## src/rtl/alu_sp_pkg.sv

```systemverilog
// ============================================================================
// alu_sp_pkg : shared opcodes, instruction fields and FSM states for alu_sp_seq
// Rev 1.0
// ============================================================================
`default_nettype none

package alu_sp_pkg;

  localparam int ALU_DW = 8;

  localparam logic [2:0] OP_MOV   = 3'b000;
  localparam logic [2:0] OP_LOADI = 3'b001;
  localparam logic [2:0] OP_ADD   = 3'b010;
  localparam logic [2:0] OP_AND   = 3'b011;
  localparam logic [2:0] OP_SUB   = 3'b100;
  localparam logic [2:0] OP_OR    = 3'b101;

  localparam int INSTR_W = 16;
  localparam int OP_LSB  = 13;
  localparam int RD_LSB  = 11;
  localparam int RA_LSB  = 9;
  localparam int RB_LSB  = 0;
  localparam int IMM_LSB = 0;

  typedef enum logic [1:0] {
    IDLE = 2'd0,
    EXEC = 2'd1,
    WB   = 2'd2
  } state_t;

  // 110 and 111 are the only reserved encodings
  function automatic logic op_reserved(input logic [2:0] op);
    return op[2] & op[1];
  endfunction

endpackage

`default_nettype wire

```

## src/rtl/alu_sp_regfile.sv

```systemverilog
// ============================================================================
// alu_sp_regfile : NREG x DW register file, one sync write, three comb reads
// Rev 1.0
// ============================================================================
`default_nettype none

module alu_sp_regfile #(
  parameter  int NREG = 4,
  parameter  int DW   = 8,
  localparam int RW   = $clog2(NREG)
) (
  input  logic          clk,
  input  logic          rst,
  input  logic          i_we,
  input  logic [RW-1:0] i_waddr,
  input  logic [DW-1:0] i_wdata,
  input  logic [RW-1:0] i_ra,
  input  logic [RW-1:0] i_rb,
  input  logic [RW-1:0] i_dbg_sel,
  output logic [DW-1:0] o_rdata_a,
  output logic [DW-1:0] o_rdata_b,
  output logic [DW-1:0] o_dbg_data
);

  logic [DW-1:0] r_mem [NREG];

  always_ff @(posedge clk) begin
    if (rst) begin
      for (int i = 0; i < NREG; i++) begin
        r_mem[i] <= '0;
      end
    end else if (i_we) begin
      r_mem[i_waddr] <= i_wdata;
    end
  end

  assign o_rdata_a  = r_mem[i_ra];
  assign o_rdata_b  = r_mem[i_rb];
  assign o_dbg_data = r_mem[i_dbg_sel];

endmodule

`default_nettype wire

```

## src/rtl/alu_sp_seq.sv

```systemverilog
// ============================================================================
// alu_sp_seq : 3-cycle sequencer driving the external alu_sp combinational ALU
// Optional flags outputs under `ALU_SP_SEQ_FLAGS_EN.  Rev 1.0
// ============================================================================
`default_nettype none

module alu_sp_seq
  import alu_sp_pkg::*;
#(
  parameter  int NREG = 4,
  parameter  int DW   = ALU_DW,
  localparam int RW   = $clog2(NREG)
) (
  input  logic               clk,
  input  logic               rst,
  input  logic               instr_valid,
  output logic               instr_ready,
  input  logic [INSTR_W-1:0] instr,
  output logic [DW-1:0]      alu_op,
  output logic [DW-1:0]      alu_a,
  output logic [DW-1:0]      alu_b,
  input  logic [DW-1:0]      alu_res,
  output logic               done,
  output logic               err,
  input  logic [RW-1:0]      dbg_sel,
  output logic [DW-1:0]      dbg_data
`ifdef ALU_SP_SEQ_FLAGS_EN
  ,
  output logic               zero_flag,
  output logic               carry_flag
`endif
);

  state_t             r_state;
  state_t             w_next;
  logic [INSTR_W-1:0] r_ir;

  logic [2:0]    w_op;
  logic [RW-1:0] w_rd;
  logic [RW-1:0] w_ra;
  logic [RW-1:0] w_rb;
  logic [DW-1:0] w_imm;
  logic [DW-1:0] w_rdata_a;
  logic [DW-1:0] w_rdata_b;
  logic          w_we;
  logic          w_unused;

  assign w_op     = r_ir[OP_LSB +: 3];
  assign w_rd     = r_ir[RD_LSB +: RW];
  assign w_ra     = r_ir[RA_LSB +: RW];
  assign w_rb     = r_ir[RB_LSB +: RW];
  assign w_imm    = r_ir[IMM_LSB +: DW];
  assign w_unused = r_ir[8];

  assign w_we = (r_state == WB) && !op_reserved(w_op);

  alu_sp_regfile #(
    .NREG (NREG),
    .DW   (DW)
  ) u_regfile (
    .clk        (clk),
    .rst        (rst),
    .i_we       (w_we),
    .i_waddr    (w_rd),
    .i_wdata    (alu_res),
    .i_ra       (w_ra),
    .i_rb       (w_rb),
    .i_dbg_sel  (dbg_sel),
    .o_rdata_a  (w_rdata_a),
    .o_rdata_b  (w_rdata_b),
    .o_dbg_data (dbg_data)
  );

  always_ff @(posedge clk) begin
    if (rst) begin
      r_state <= IDLE;
    end else begin
      r_state <= w_next;
    end
  end

  always_comb begin
    w_next      = r_state;
    instr_ready = 1'b0;
    case (r_state)
      IDLE: begin
        instr_ready = 1'b1;
        if (instr_valid) begin
          w_next = EXEC;
        end
      end
      EXEC:    w_next = WB;
      WB:      w_next = IDLE;
      default: w_next = IDLE;
    endcase
  end

  // Operands are captured at the end of EXEC, so rd==ra/rb sees the old value
  always_ff @(posedge clk) begin
    if (rst) begin
      r_ir   <= '0;
      alu_op <= '0;
      alu_a  <= '0;
      alu_b  <= '0;
      done   <= 1'b0;
      err    <= 1'b0;
    end else begin
      done <= 1'b0;
      err  <= 1'b0;
      if (r_state == IDLE && instr_valid) begin
        r_ir <= instr;
      end
      if (r_state == EXEC) begin
        alu_op <= {{(DW-3){1'b0}}, w_op};
        alu_a  <= (w_op == OP_LOADI) ? w_imm : w_rdata_a;
        alu_b  <= (w_op == OP_MOV || w_op == OP_LOADI) ? '0 : w_rdata_b;
      end
      if (r_state == WB) begin
        done <= 1'b1;
        err  <= op_reserved(w_op);
      end
    end
  end

`ifdef ALU_SP_SEQ_FLAGS_EN
  logic [DW:0] w_sum;

  assign w_sum = {1'b0, alu_a} + {1'b0, alu_b};

  always_ff @(posedge clk) begin
    if (rst) begin
      zero_flag  <= 1'b0;
      carry_flag <= 1'b0;
    end else if (w_we) begin
      zero_flag <= (alu_res == '0);
      case (w_op)
        OP_ADD:  carry_flag <= w_sum[DW];
        OP_SUB:  carry_flag <= (alu_a < alu_b);
        default: carry_flag <= 1'b0;
      endcase
    end
  end
`endif

endmodule

`default_nettype wire
```

## config.mk

```make
export PLATFORM = sky130hd
export DESIGN_NAME = alu_sp_seq
export DESIGN_NICKNAME = d
export VERILOG_FILES = /design/src/rtl/alu_sp_pkg.sv /design/src/rtl/alu_sp_regfile.sv /design/src/rtl/alu_sp_seq.sv
export SDC_FILE = /design/constraint.sdc
export NUM_CORES = 1
export LEC_CHECK = 0
export ABC_AREA = 1
export CAP_MARGIN = 20
export CORE_UTILIZATION = 52
export DETAILED_ROUTE_END_ITERATION = 6
export PLACE_DENSITY_LB_ADDON = 0.15
export SYNTH_ARGS = -nofsm -noshare
export SYNTH_HDL_FRONTEND = slang
export SYNTH_SLANG_ARGS = --single-unit
export TNS_END_PERCENT = 100
```

## constraint.sdc

```tcl
create_clock -name clk -period 1.72 [get_ports clk]
set_input_delay 0.344 -clock clk [delete_from_list [all_inputs] [get_ports clk]]
set_output_delay 0.344 -clock clk [all_outputs]
set_load 0.02 [all_outputs]
```

==> flow_summary.yaml, run 1 <==
status:
  status: "finished, violations left"
  violations: "DRC, setup timing"
routing:
  vias: 3500
  drt_drc_violations_left: 6
  drt_wl_total_um: 9560
  drt_pre_antenna_iters: 7
  route.met2.wl_um: 4510
  postRouteAntennaNets: 0
  initialDrtViolationCount: 412
  top_signal_layer_used: "met4"
  via_per_inst: 5.36
  wirelength_met1_um: 3980
  wire_per_inst_um: 14.6
  detailroute.wirelength.met3_um: 879
clocking:
  number_of_buffers_inserted_during_clock_tree_synthesis: 9
  tritoncts: "yes"
  cts.root.buffer_cell: "sky130_fd_sc_hd__clkbuf_8"
  cts-root-to-sink-buffers: 2
  path_clk_slew_ns: 0.07
  clock_insertion_delay_worst_skew_ns: 0.35
  number_of_levels_in_the_clock_h_tree: 3
  number_of_clock_sinks_seen_by_cts: 74
sta:
  finalCritPeriodShare_pct: 100
  maxSlewViolCount: 0
  totalNegativeSetupSlack_ns: -0.00462
  rsz0062_at_grt: "true"
  timing_hold_violations_final: 0
  finalCriticalPeriod_ns: 1.72
  skew_ns: 0.0117
  max_clock_freq_ghz: 0.580
  setup_violations: 1
  worst_hold_slack_ns: 0.465
  setup_ws_ns: -0.00462
floorplan:
  ioPinCount: 64
  die_w_um: 84.7
  chipHeight_um: 84.7
  coreArea_um2: 6460
  die-area_um2: 7170
  initial_core_util_pct: 55.0
  rows: 29
worst_hold_path:
  min_to: "alu_b[1]"
  timing.hold.worst.class: "reg -> reg"
  hold_path_depth: 2
  hold_path.startpoint: "alu_b[1]"
finish:
  antenna_cells: 0
  flow.area_growth_from_synthesis_pct: 33.1
  finish.cell_count_without_fillers: 653
  finalNetCount: 600
  final_layout_size_suffix_gt1_share_pct: 16.0
synth:
  yosys_warnings: 0
  synth.most_common_cell: "sky130_fd_sc_hd__nand2_1"
  synthAdderAreaFrac_pct: 0
  synth_top_family_by_area: "simple AND/OR/NAND/NOR gates"
  synth_edf_count: 32
  synth_seq_cells: 74
  synth_simple_gate_area_share_pct: 27.6
  post_synth_xor_area_fraction_pct: 0
  synth-seq-area-share_pct: 50.7
  synth_top_flop_cell: "sky130_fd_sc_hd__dfxtp_1"
  number_of_standard_cells_after_synthesis: 476
  synth.lib_cells_used.distinct: 20
  synth_area_leaders: "sky130_fd_sc_hd__edfxtp_1 27%, sky130_fd_sc_hd__dfxtp_1 24%, sky130_fd_sc_hd__nand2_1 12%, sky130_fd_sc_hd__nand3_1 6.8%, sky130_fd_sc_hd__nor2_1 6.8%"
  synthesis.area_um2: 3550
  synth.largest_area_cell: "sky130_fd_sc_hd__edfxtp_1"
  synthDominantCellAreaShare_pct: 27.0
  syn_area_per_cell_um2: 7.47
  synth_mux_area_share_pct: 0
  ys_top_cells_by_count: "110 x sky130_fd_sc_hd__nand2_1, 64 x sky130_fd_sc_hd__nor2_1, 60 x sky130_fd_sc_hd__inv_1"
  synth_compound_area_share_pct: 11.3
  ffs_w_async_s_r_synth_pct: 0
power:
  leakage_uw: 0.00212
  vdd_ir_drop_max_mv: 0.645
  power_density_nw_per_um2: 875
  power_uw: 4140
global_routing:
  grt_pass1_vias: 3180
  grt_pass1_wl_um: 15400
  globalRouteTotalUtil_pct: 27.9
  global_route.overflow_total: 0
  grt_start_max_net_pins: 22
  initial_antenna_violation_count: 0
critical_path:
  reg2reg_from: "r_state[1]"
  critPathMaxFanout: 2
  worstPathArrival_ns: 1.38
  end_kind: "output port"
  r2r_setup_slack_ns: 0.24
  worst-r2r-cell-count: 7
  cp-start-kind: "flip-flop"
  cp.required_ns: 1.38
  crit_type: "reg -> out"
  reg2reg_capture_point: "u_regfile.r_mem[2][4]"
placed_design:
  dp_hpwl_um: 6750
  count_of_port_buffers_added_during_placement: 57
  placed_cells: 626
  gp_congestion: 0.954
run:
  max-cap-violations: 0
## worst max-delay path, cell delays in order (launching register included)
cell	delay, ns
sky130_fd_sc_hd__edfxtp_1	0.38
sky130_fd_sc_hd__inv_1	0.08
sky130_fd_sc_hd__o21ai_0	0.20
sky130_fd_sc_hd__a21oi_1	0.07
sky130_fd_sc_hd__a21oi_1	0.15
sky130_fd_sc_hd__buf_4	0.17
## stage by stage
stage,worst slack [ns],area (µm²),utilization (%)
5_1_grt,-0.0306,4730,73.2
6_report,-0.00462,4730,73.2
2_1_floorplan,0.105,3570,-
3_3_place_gp,-0.720,4440,68.8
4_1_cts,0.0103,4690,72.6
3_5_place_dp,-0.760,4440,68.8
## final cells by class
cell class                      count  area, µm²
Tap cell                           77       96.3
Timing Repair inverter              2       15.0
Inverter                           61        236
Timing Repair Buffer              105        957
Multi-Input combinational cell    318       1410
Clock inverter                      4       27.5
Clock buffer                       12        188
Sequential cell                    74       1800
Fill cell                         505       1730
## cell families after synthesis
logic type      count (synthesis)
flops                          74
simple gates                  233
other cells                     1
compound gates                 80
buf+inv                        88
## sequential cells by signal, summed over array words and instances, names as in the netlist, named ones only
| name | cells |
|---|---|
| u_regfile.r_mem | 32 |
| r_ir | 15 |
| alu_a | 8 |
| alu_b | 8 |
| alu_op | 3 |
| r_state | 2 |
| done | 1 |
| err | 1 |
## how the worst max path moves through the flow
| stage | slack, ns | start | end | depth (start not counted) |
|---|---|---|---|---|
| 6_report | -0.005 | u_regfile.r_mem[1][6] | dbg_data[6] | 5 |
| 5_1_grt | -0.03 | u_regfile.r_mem[1][6] | dbg_data[6] | 5 |
| 4_1_cts | 0.01 | dbg_sel[1] | dbg_data[6] | 7 |
| 3_5_place_dp | -0.76 | dbg_sel[0] | dbg_data[5] | 6 |
| 3_3_place_gp | -0.72 | dbg_sel[0] | dbg_data[5] | 6 |
| 2_1_floorplan | 0.11 | dbg_sel[0] | dbg_data[6] | 6 |
## layer usage
layer / track usage [%] / vias to the layer above
li1: - / 1697
met3: 5.90 / 29
met1: 36.9 / 1575
met4: 11.4 / 0
met5: 0 / -
met2: 44.8 / 199
## layout by cell type, fill, tap and decap left out, types with 3 or more instances in the layout
| cell type | instances |
|---|---|
| sky130_fd_sc_hd__edfxtp_1 | 32 |
| sky130_fd_sc_hd__clkbuf_8 | 10 |
| sky130_fd_sc_hd__nor2_1 | 64 |
| sky130_fd_sc_hd__a21oi_1 | 45 |
| sky130_fd_sc_hd__o21ai_1 | 6 |
| sky130_fd_sc_hd__clkinvlp_4 | 5 |
| sky130_fd_sc_hd__buf_12 | 4 |
| sky130_fd_sc_hd__dfxtp_1 | 42 |
| sky130_fd_sc_hd__inv_1 | 57 |
| sky130_fd_sc_hd__conb_1 | 5 |
| sky130_fd_sc_hd__nand2_2 | 4 |
| sky130_fd_sc_hd__nor2_4 | 3 |
| sky130_fd_sc_hd__clkdlybuf4s50_1 | 46 |
| sky130_fd_sc_hd__nand2_1 | 110 |
| sky130_fd_sc_hd__buf_4 | 50 |
| sky130_fd_sc_hd__nand3_1 | 48 |
| sky130_fd_sc_hd__o21ai_0 | 26 |
## power by group
group,leakage [µW],total [µW],internal (µW),switching [µW]
clock,0.000110,1400,742,658
sequential,0.000676,2000,1920,76.5
combinational,0.00134,738,314,424
total,0.00212,4140,2980,1160
## repair_timing
item,in CTS,in global routing
buffers inserted,7,2
hold buffers,0,0
pin swaps,0,3
endpoints found under the setup margin,9,8
gates cloned,2,0
resized for setup,44,21
(Power assumes the default switching activity.)
==> run 2, diff against run 1 <==
CORE_UTILIZATION = 50   (was 52)
==> run 2 against run 1 <==
Combinational power fell by 3.3%. Fmax rose by 1.8%. Highest routed layer unchanged. Core utilization fell by 4.9 points. The flow now finishes without violations. Clock skew fell by 0.0021 ns. Die area rose by 3.9%. Register-to-register slack improved by 0.02 ns. Sequential power barely moved. Design area fell by 1.3%. First-iteration DRC count rose by 10%. Non-clock buffer count fell by 14. Sequential share of layout area rose by 0.52 points.
==> flow_summary.yaml, run 2 (same netlist as run 1, synthesis figures left out) <==
power:
  vdd_ir_drop_max_mv: 0.499
  leakage_uw: 0.00208
  power_density_nw_per_um2: 879
routing:
  vias: 3310
  via_per_inst: 5.04
  drt_pre_antenna_iters: 5
  drt_wl_total_um: 8750
  wire_per_inst_um: 13.3
  initialDrtViolationCount: 455
  drt_drc_violations_left: 0
  postRouteAntennaNets: 0
finish:
  reg_top3: "u_regfile.r_mem: 32 flops, r_ir: 15 flops"
  antenna_cells: 0
  layout.cell_area.non_filler_um2: 4670
  largest-register: "u_regfile.r_mem"
  flow.area_growth_from_synthesis_pct: 31.3
  mostFrequentLayoutCells: "110 x sky130_fd_sc_hd__nand2_1, 64 x sky130_fd_sc_hd__nor2_1, 55 x sky130_fd_sc_hd__inv_1"
  final_layout_size_suffix_gt1_share_pct: 13.9
  finalNetCount: 585
  max_reg_flops: 32
  final_common_cell: "sky130_fd_sc_hd__nand2_1"
placed_design:
  gp_congestion: 0.913
  dp_hpwl_um: 6480
  dpl_cell_area_um2: 4400
  count_of_port_buffers_added_during_placement: 57
sta:
  finalCritPeriodShare_pct: 98.5
  max_clock_freq_ghz: 0.590
  setup_violations: 0
  finalCriticalPeriod_ns: 1.69
  timing_hold_violations_final: 0
  rsz0062_at_grt: "true"
  worst_hold_slack_ns: 0.466
  skew_ns: 0.00967
  maxSlewViolCount: 0
clocking:
  number_of_levels_in_the_clock_h_tree: 3
  path_clk_slew_ns: 0.07
  cts.root.buffer_cell: "sky130_fd_sc_hd__clkbuf_8"
  clock_insertion_delay_worst_skew_ns: 0.35
  cts-root-to-sink-buffers: 2
  number_of_buffers_inserted_during_clock_tree_synthesis: 9
  number_of_clock_sinks_seen_by_cts: 74
  tritoncts: "yes"
floorplan:
  rows: 30
  die_w_um: 86.3
  chipHeight_um: 86.3
  die-area_um2: 7450
  ioPinCount: 64
  initial_core_util_pct: 52.0
  coreArea_um2: 6830
global_routing:
  initial_antenna_violation_count: 0
  grt_pass1_wl_um: 14500
  grt_pass1_vias: 2968
  grt_start_max_net_pins: 22
  globalRouteTotalUtil_pct: 25.5
  global_route.overflow_total: 0
status:
  status: "finished, final reports clean"
critical_path:
  end_kind: "output port"
  crit_type: "in -> out"
  worstPathArrival_ns: 1.35
  critPathMaxFanout: 7
  cp-start-kind: "input port"
  cp.required_ns: 1.38
run:
  max-cap-violations: 0
worst_hold_path:
  timing.hold.worst.class: "reg -> reg"
-- run 2: cell count changes in the layout (fill, tap and decap cells not counted), sizes merged --
cell	previous run	this run
buf	57	42
clkbuf	13	12
bufbuf	0	1
clkinvlp	5	3
inv	61	62
dlygate4sd2	1	2
-- run 2: layer usage --
| metal | up-vias | share of wire, % | GRT usage [%] |
|---|---|---|---|
| met5 | - | 0 | 0 |
| met4 | 0 | 3.5 | 12.3 |
| met3 | 38 | 6.7 | 4.76 |
| met2 | 144 | 44 | 38.2 |
| met1 | 1454 | 45 | 35.9 |
| li1 | 1674 | - | - |
-- run 2: layout make-up --
class | instances | area (µm²)
Timing Repair Buffer | 91 | 881
Sequential cell | 74 | 1800
Tap cell | 96 | 120
Fill cell | 609 | 2160
Multi-Input combinational cell | 318 | 1410
Timing Repair inverter | 1 | 7.51
Inverter | 61 | 233
Clock buffer | 12 | 188
Clock inverter | 4 | 27.5
-- run 2: timing repair --
action	CTS	global route
pin swaps	0	1
cloned	2	0
hold buffers	0	0
gates resized for setup	45	14
buffers inserted	4	0
endpoints found under the setup margin	9	7
-- run 2: worst max-delay path, cell delays in order --
cell and delay, ns:
sky130_fd_sc_hd__buf_2 0.16, sky130_fd_sc_hd__clkinvlp_4 0.20, sky130_fd_sc_hd__buf_4 0.18, sky130_fd_sc_hd__o21ai_2 0.11, sky130_fd_sc_hd__a21oi_1 0.06, sky130_fd_sc_hd__a21oi_1 0.13, sky130_fd_sc_hd__buf_4 0.16
-- run 2: through the flow --
| step | util [%] | instances | total power (µW) | setup WS, ns | TNS, ns |
|---|---|---|---|---|---|
| floorplan | - | 480 | 2430 | 0.105 | 0 |
| CTS | 68.2 | 657 | 4120 | 0.00265 | 0 |
| global route | 68.3 | 657 | 4280 | -0.00833 | -0.0123 |
| global placement | 64.5 | 635 | 2710 | -0.726 | -5.70 |
| finish | 68.3 | 657 | 4100 | 0.0257 | 0 |
| detailed placement | 64.5 | 635 | 2730 | -0.831 | -6.44 |
-- run 2: worst paths after layout --
check	startpoint	to	slack, ns	cells after the start
setup reg to reg	r_state[0]	u_regfile.r_mem[0][0]	0.26	8
setup / recovery	dbg_sel[0]	dbg_data[6]	0.03	7
hold / removal	alu_b[4]	alu_b[4]	0.47	2
hold reg to reg	alu_b[4]	alu_b[4]	0.47	2
-- run 2: power by group --
| part | switching (µW) | total, µW | internal (µW) | leakage (µW) |
|---|---|---|---|---|
| Combinational | 409 | 714 | 305 | 0.00129 |
| Sequential | 70.6 | 1990 | 1920 | 0.000676 |
| Clock | 651 | 1390 | 742 | 0.000110 |
| Total | 1130 | 4100 | 2970 | 0.00208 |
==> variant 1: new RTL, config.mk and constraints of run 2 <==
Add a define of `ALU_SP_SEQ_FLAGS_EN`.
--- a/src/rtl/alu_sp_seq.sv
+++ b/src/rtl/alu_sp_seq.sv
@@ -3,6 +3,8 @@
 // Optional flags outputs under `ALU_SP_SEQ_FLAGS_EN.  Rev 1.0
 // ============================================================================
 `default_nettype none
+
+`define ALU_SP_SEQ_FLAGS_EN
 
 module alu_sp_seq
   import alu_sp_pkg::*;
Check against the original RTL (old outputs only; new: carry_flag and zero_flag): equivalent (Yosys induction, for registers that start in step).
==> variant 1 against run 2 <==
Critical path depth shrank 1; total power grew 4.4%; area after synthesis grew 6.4%; maximum frequency grew 1.1%; cell area grew 6.6%; synthesized cell count grew 1.5%; hold slack lost 0.0015 ns; wire length grew 15%; via count grew 7.2%; sequential cell count grew 2; cell count grew 2.6%; die area grew 6.3%; setup slack gained 0.019 ns; combinational power grew 3.5%; critical path type unchanged; critical endpoint unchanged; largest power group unchanged; highest routed layer unchanged.
==> variant 1: results (changes against run 2) <==
stage	metric	value	unit	change
cells_and_area	multi_input_area_share	0.335		+0.0332
logic_synthesis	synth_top_area_frac	0.254		-0.0163
placed_design	gp_congestion	0.931		+1.9%
global_routing	grt_max_degree	26		+18%
hold_path	hp-start	carry_flag$_SDFFE_PP0P_		
power	p_leak	2.28	nW	+10%
placed_design	hpwl	7730	um	+19%
cells_and_area	seq-cell-share	0.370		-0.0157
global_routing	grt_pass1_vias	3200		+7.8%
cells_and_area	buffer_area_frac	0.190		+0.000946
route	wire_per_inst	14.9	um	+12%
cells_and_area	num-nonclk-buffers	96		+5.5%
cells_and_area	clk_share	0.0430		-0.00309
global_routing	grt_pass1_wl	15700	um	+8.4%
clock_tree	clk_pin_slew_worst_paths	0.08	ns	
hold_path	holdPathEnd	carry_flag$_SDFFE_PP0P_		
clock_tree	cts_setup_buffers	0		-4
logic_synthesis	synthAdderAreaFrac	0.0463		+0.0463
logic_synthesis	synth_ff_type	dfxtp_1		
critical_path	rrSetupSlack	0.14	ns	-0.12 ns
critical_path	arrival	1.33	ns	-0.02 ns
cells_and_area	multiInputGateArea	1670	um^2	+18%
power	p_int	3.10	mW	+4.5%
logic_synthesis	synth_compound_area_frac	0.202		+0.0888
power	max-vdd-ir-drop	0.000587	V	+18%
cells_and_area	stdcell_count	674		+2.6%
critical_path	crit_fanout	8		+1
sta	fin_crit	1.68	ns	-0.0193 ns
clock_tree	clock-sinks	76		+2.7%
placed_design	dpl-instance-area	4720	um^2	+7.2%
route	drt-met1-wl	4590	um	+15%
clock_tree	postCtsResizedCells	57		+27%
sta	finClkSkew	0.0145	ns	+0.00478 ns
global_routing	grt_use_met3	0.0508		+0.00317
global_routing	grt_util_all_layers	0.269		+0.0141
placed_design	dp_cells	656		+3.3%
logic_synthesis	avgSynthCellArea	7.83	um^2	+4.9%
clock_tree	cts_root_buffer	clkbuf_8		
route	initialDrtViolationCount	217		-52%
logic_synthesis	synth_seq_area_share	0.487		-0.0199
global_routing	grtUsageMet2	0.445		+0.0631
critical_path	r2r_end	u_regfile.r_mem[1][4]$_SDFFCE_PN0P_		
route	wl_met2	4780	um	+23%
cells_and_area	multi_input_gates	340		+6.9%
route	dr_wl_met3	491	um	-16%
run_status	status	complete, no violations		
placed_design	portBuffers	59		+3.5%
logic_synthesis	synthTopCellsByCount	nor2_1 (85), o21ai_0 (83), nand2_1 (68), a21oi_1 (55), inv_1 (46)		
route	vias_per_cell	5.26		+4.5%
cells_and_area	clkbuf_count	9		-3
cells_and_area	inv_count	47		-24%
critical_path	startpoint	dbg_sel[1]		
critical_path	r2r_cells	9		+1
logic_synthesis	synth.area.top_cells	edfxtp_1 (25%), dfxtp_1 (23%), o21ai_0 (11%), nor2_1 (8.4%), a21oi_1 (7.3%)		
global_routing	met1_usage	0.356		-0.00298
sta	hold_slack	0.464	ns	-0.00149 ns
logic_synthesis	ys_types	28		+40%
cells_and_area	num-nets-final	613		+4.8%
variant 1: cell count changes after synthesis, sizes merged, moves of 4 or more:
cell	delta
nor2	+19
nor3	+4
buf	-4
o21ai	+49
nand2	-45
a21oi	+10
inv	-15
nand3	-44
a31oi	+7
ha	+14
variant 1: power groups by stage:
stage                     Combinational, mW  Sequential (mW)  Clock [mW]
after floorplan                       0.400             2.11           0
after global placement                0.729             2.11           0
after detailed placement              0.739             2.11           0
after CTS                             0.737             2.07        1.48
after global routing                  0.821             2.09        1.55
final                                 0.739             2.08        1.47
variant 1: cell families (layout without fill, tap and decap cells):
kind of cell	after synthesis	in the layout
AO/OA/AOI/OAI	149	149
adder cells (fa/ha/maj)	14	14
buffers and inverters	71	159
flip-flops	76	76
other	1	5
AND/OR/NAND/NOR	172	172
variant 1: worst max-delay path, stage by stage:
cell,delay (ns)
dlygate4sd2_1,0.30
clkinvlp_4,0.20
o21ai_1,0.13
a21oi_1,0.05
a21oi_1,0.12
buf_2,0.18
==> variant 2: new RTL, config.mk and constraints of run 2 <==
Made on the original files. Re-encode `state_t` (3 states) as one-hot, 3 bits wide.
--- a/src/rtl/alu_sp_pkg.sv
+++ b/src/rtl/alu_sp_pkg.sv
@@ -22,10 +22,10 @@
   localparam int RB_LSB  = 0;
   localparam int IMM_LSB = 0;
 
-  typedef enum logic [1:0] {
-    IDLE = 2'd0,
-    EXEC = 2'd1,
-    WB   = 2'd2
+  typedef enum logic [2:0] {
+    IDLE = 3'b001,
+    EXEC = 3'b010,
+    WB   = 3'b100
   } state_t;
 
   // 110 and 111 are the only reserved encodings
Function: no difference found for any inputs over 10 cycles, from zero or initial values and one cycle with rst high; not proved beyond that.
==> variant 2 against run 2 <==
Area after synthesis up 1.2%; count of clock-buffer cells in the layout unchanged; setup slack improved by 0.0076 ns; total power is 1.1% lower; sequential cell count up 1; critical path type unchanged; first-iteration DRC count is 7.7% lower; cell area rose by 1.5%; hold slack lost 0.00068 ns; sequential share of layout area down 0.14 points; wire length up 5.3%; core utilization increased by 0.63 points; largest power group unchanged; global-route usage rose by 0.53 points; maximum frequency rose by 0.45%.
==> variant 2: results (changes against run 2) <==
stage	metric	value	unit	change
run_status	status	complete, no violations		
power	p_int	2.97	mW	-0.11%
logic_synthesis	ys_types	21		+5.0%
cells_and_area	inv_count	66		+6.5%
placed_design	hpwl	6660	um	+2.8%
global_routing	grt_pass1_wl	15000	um	+3.3%
logic_synthesis	synth_compound_area_frac	0.103		-0.0101
logic_synthesis	synth-seq-cells	75		+1.4%
cells_and_area	multi_input_gates	324		+1.9%
sta	finClkSkew	0.00842	ns	-0.00126 ns
critical_path	critPathMaxStageDelay	0.27	ns	+0.07 ns
cells_and_area	multi_input_area_share	0.299		-0.00280
critical_path	startpoint	dbg_sel[1]		
placed_design	dpl-instance-area	4460	um^2	+1.2%
cells_and_area	drive_gt1_frac	0.134		-0.00536
hold_path	holdPathEnd	alu_op[1]$_SDFFE_PP0P_		
cells_and_area	clk_share	0.0433		-0.00278
critical_path	r2r_end	u_regfile.r_mem[0][4]$_SDFFCE_PN0P_		
cells_and_area	fin_area	4740	um^2	+1.5%
critical_path	cp_slowest_cell	bufbuf_16		
critical_path	r2r-start	r_state[1]$_SDFFE_PP0P_		
cells_and_area	buffer_area_frac	0.193		+0.00466
power	max-vdd-ir-drop	0.000383	V	-23%
cells_and_area	num-nets-final	600		+2.6%
power	p_leak	2.09	nW	+0.79%
route	drt-total-wl	9210	um	+5.3%
critical_path	crit_fanout	8		+1
global_routing	grt_max_degree	25		+14%
power	clkPwrFrac	0.344		+0.004
critical_path	rrSetupSlack	0.18	ns	-0.08 ns
global_routing	grt_pass1_vias	3081		+3.8%
logic_synthesis	synth_seq_area_share	0.506		-0.000605
clock_tree	postCtsResizedCells	46		+2.2%
global_routing	grt_util_all_layers	0.261		+0.00531
[variant 2: cell types whose count changed after synthesis, sizes merged, moves of 2 or more]
cell / change
clkbuf: -2
o21ai: -2
inv: +3
nand3: -2
nand2: -8
nor2: +18
nor3: +3
a21oi: -3
[variant 2: layer usage]
metal / wire length [um] / GRT usage / vias to the layer above
met5: 0 / 0 / -
li1: - / - / 1702
met3: 738 / 0.0533 / 29
met2: 4090 / 0.396 / 184
met4: 278 / 0.121 / 0
met1: 4100 / 0.358 / 1559
[variant 2: stage by stage]
step / setup TNS, ns / instances / hold slack, ns / setup slack (ns)
CTS: 0 / 670 / 0.466 / 0.0291
detailed placement: -8.85 / 647 / 0.455 / -0.815
floorplan: 0 / 489 / 0.454 / 0.0864
global route: -0.00946 / 672 / 0.486 / -0.00474
finish: 0 / 672 / 0.465 / 0.0332
global placement: -7.63 / 647 / 0.451 / -0.710
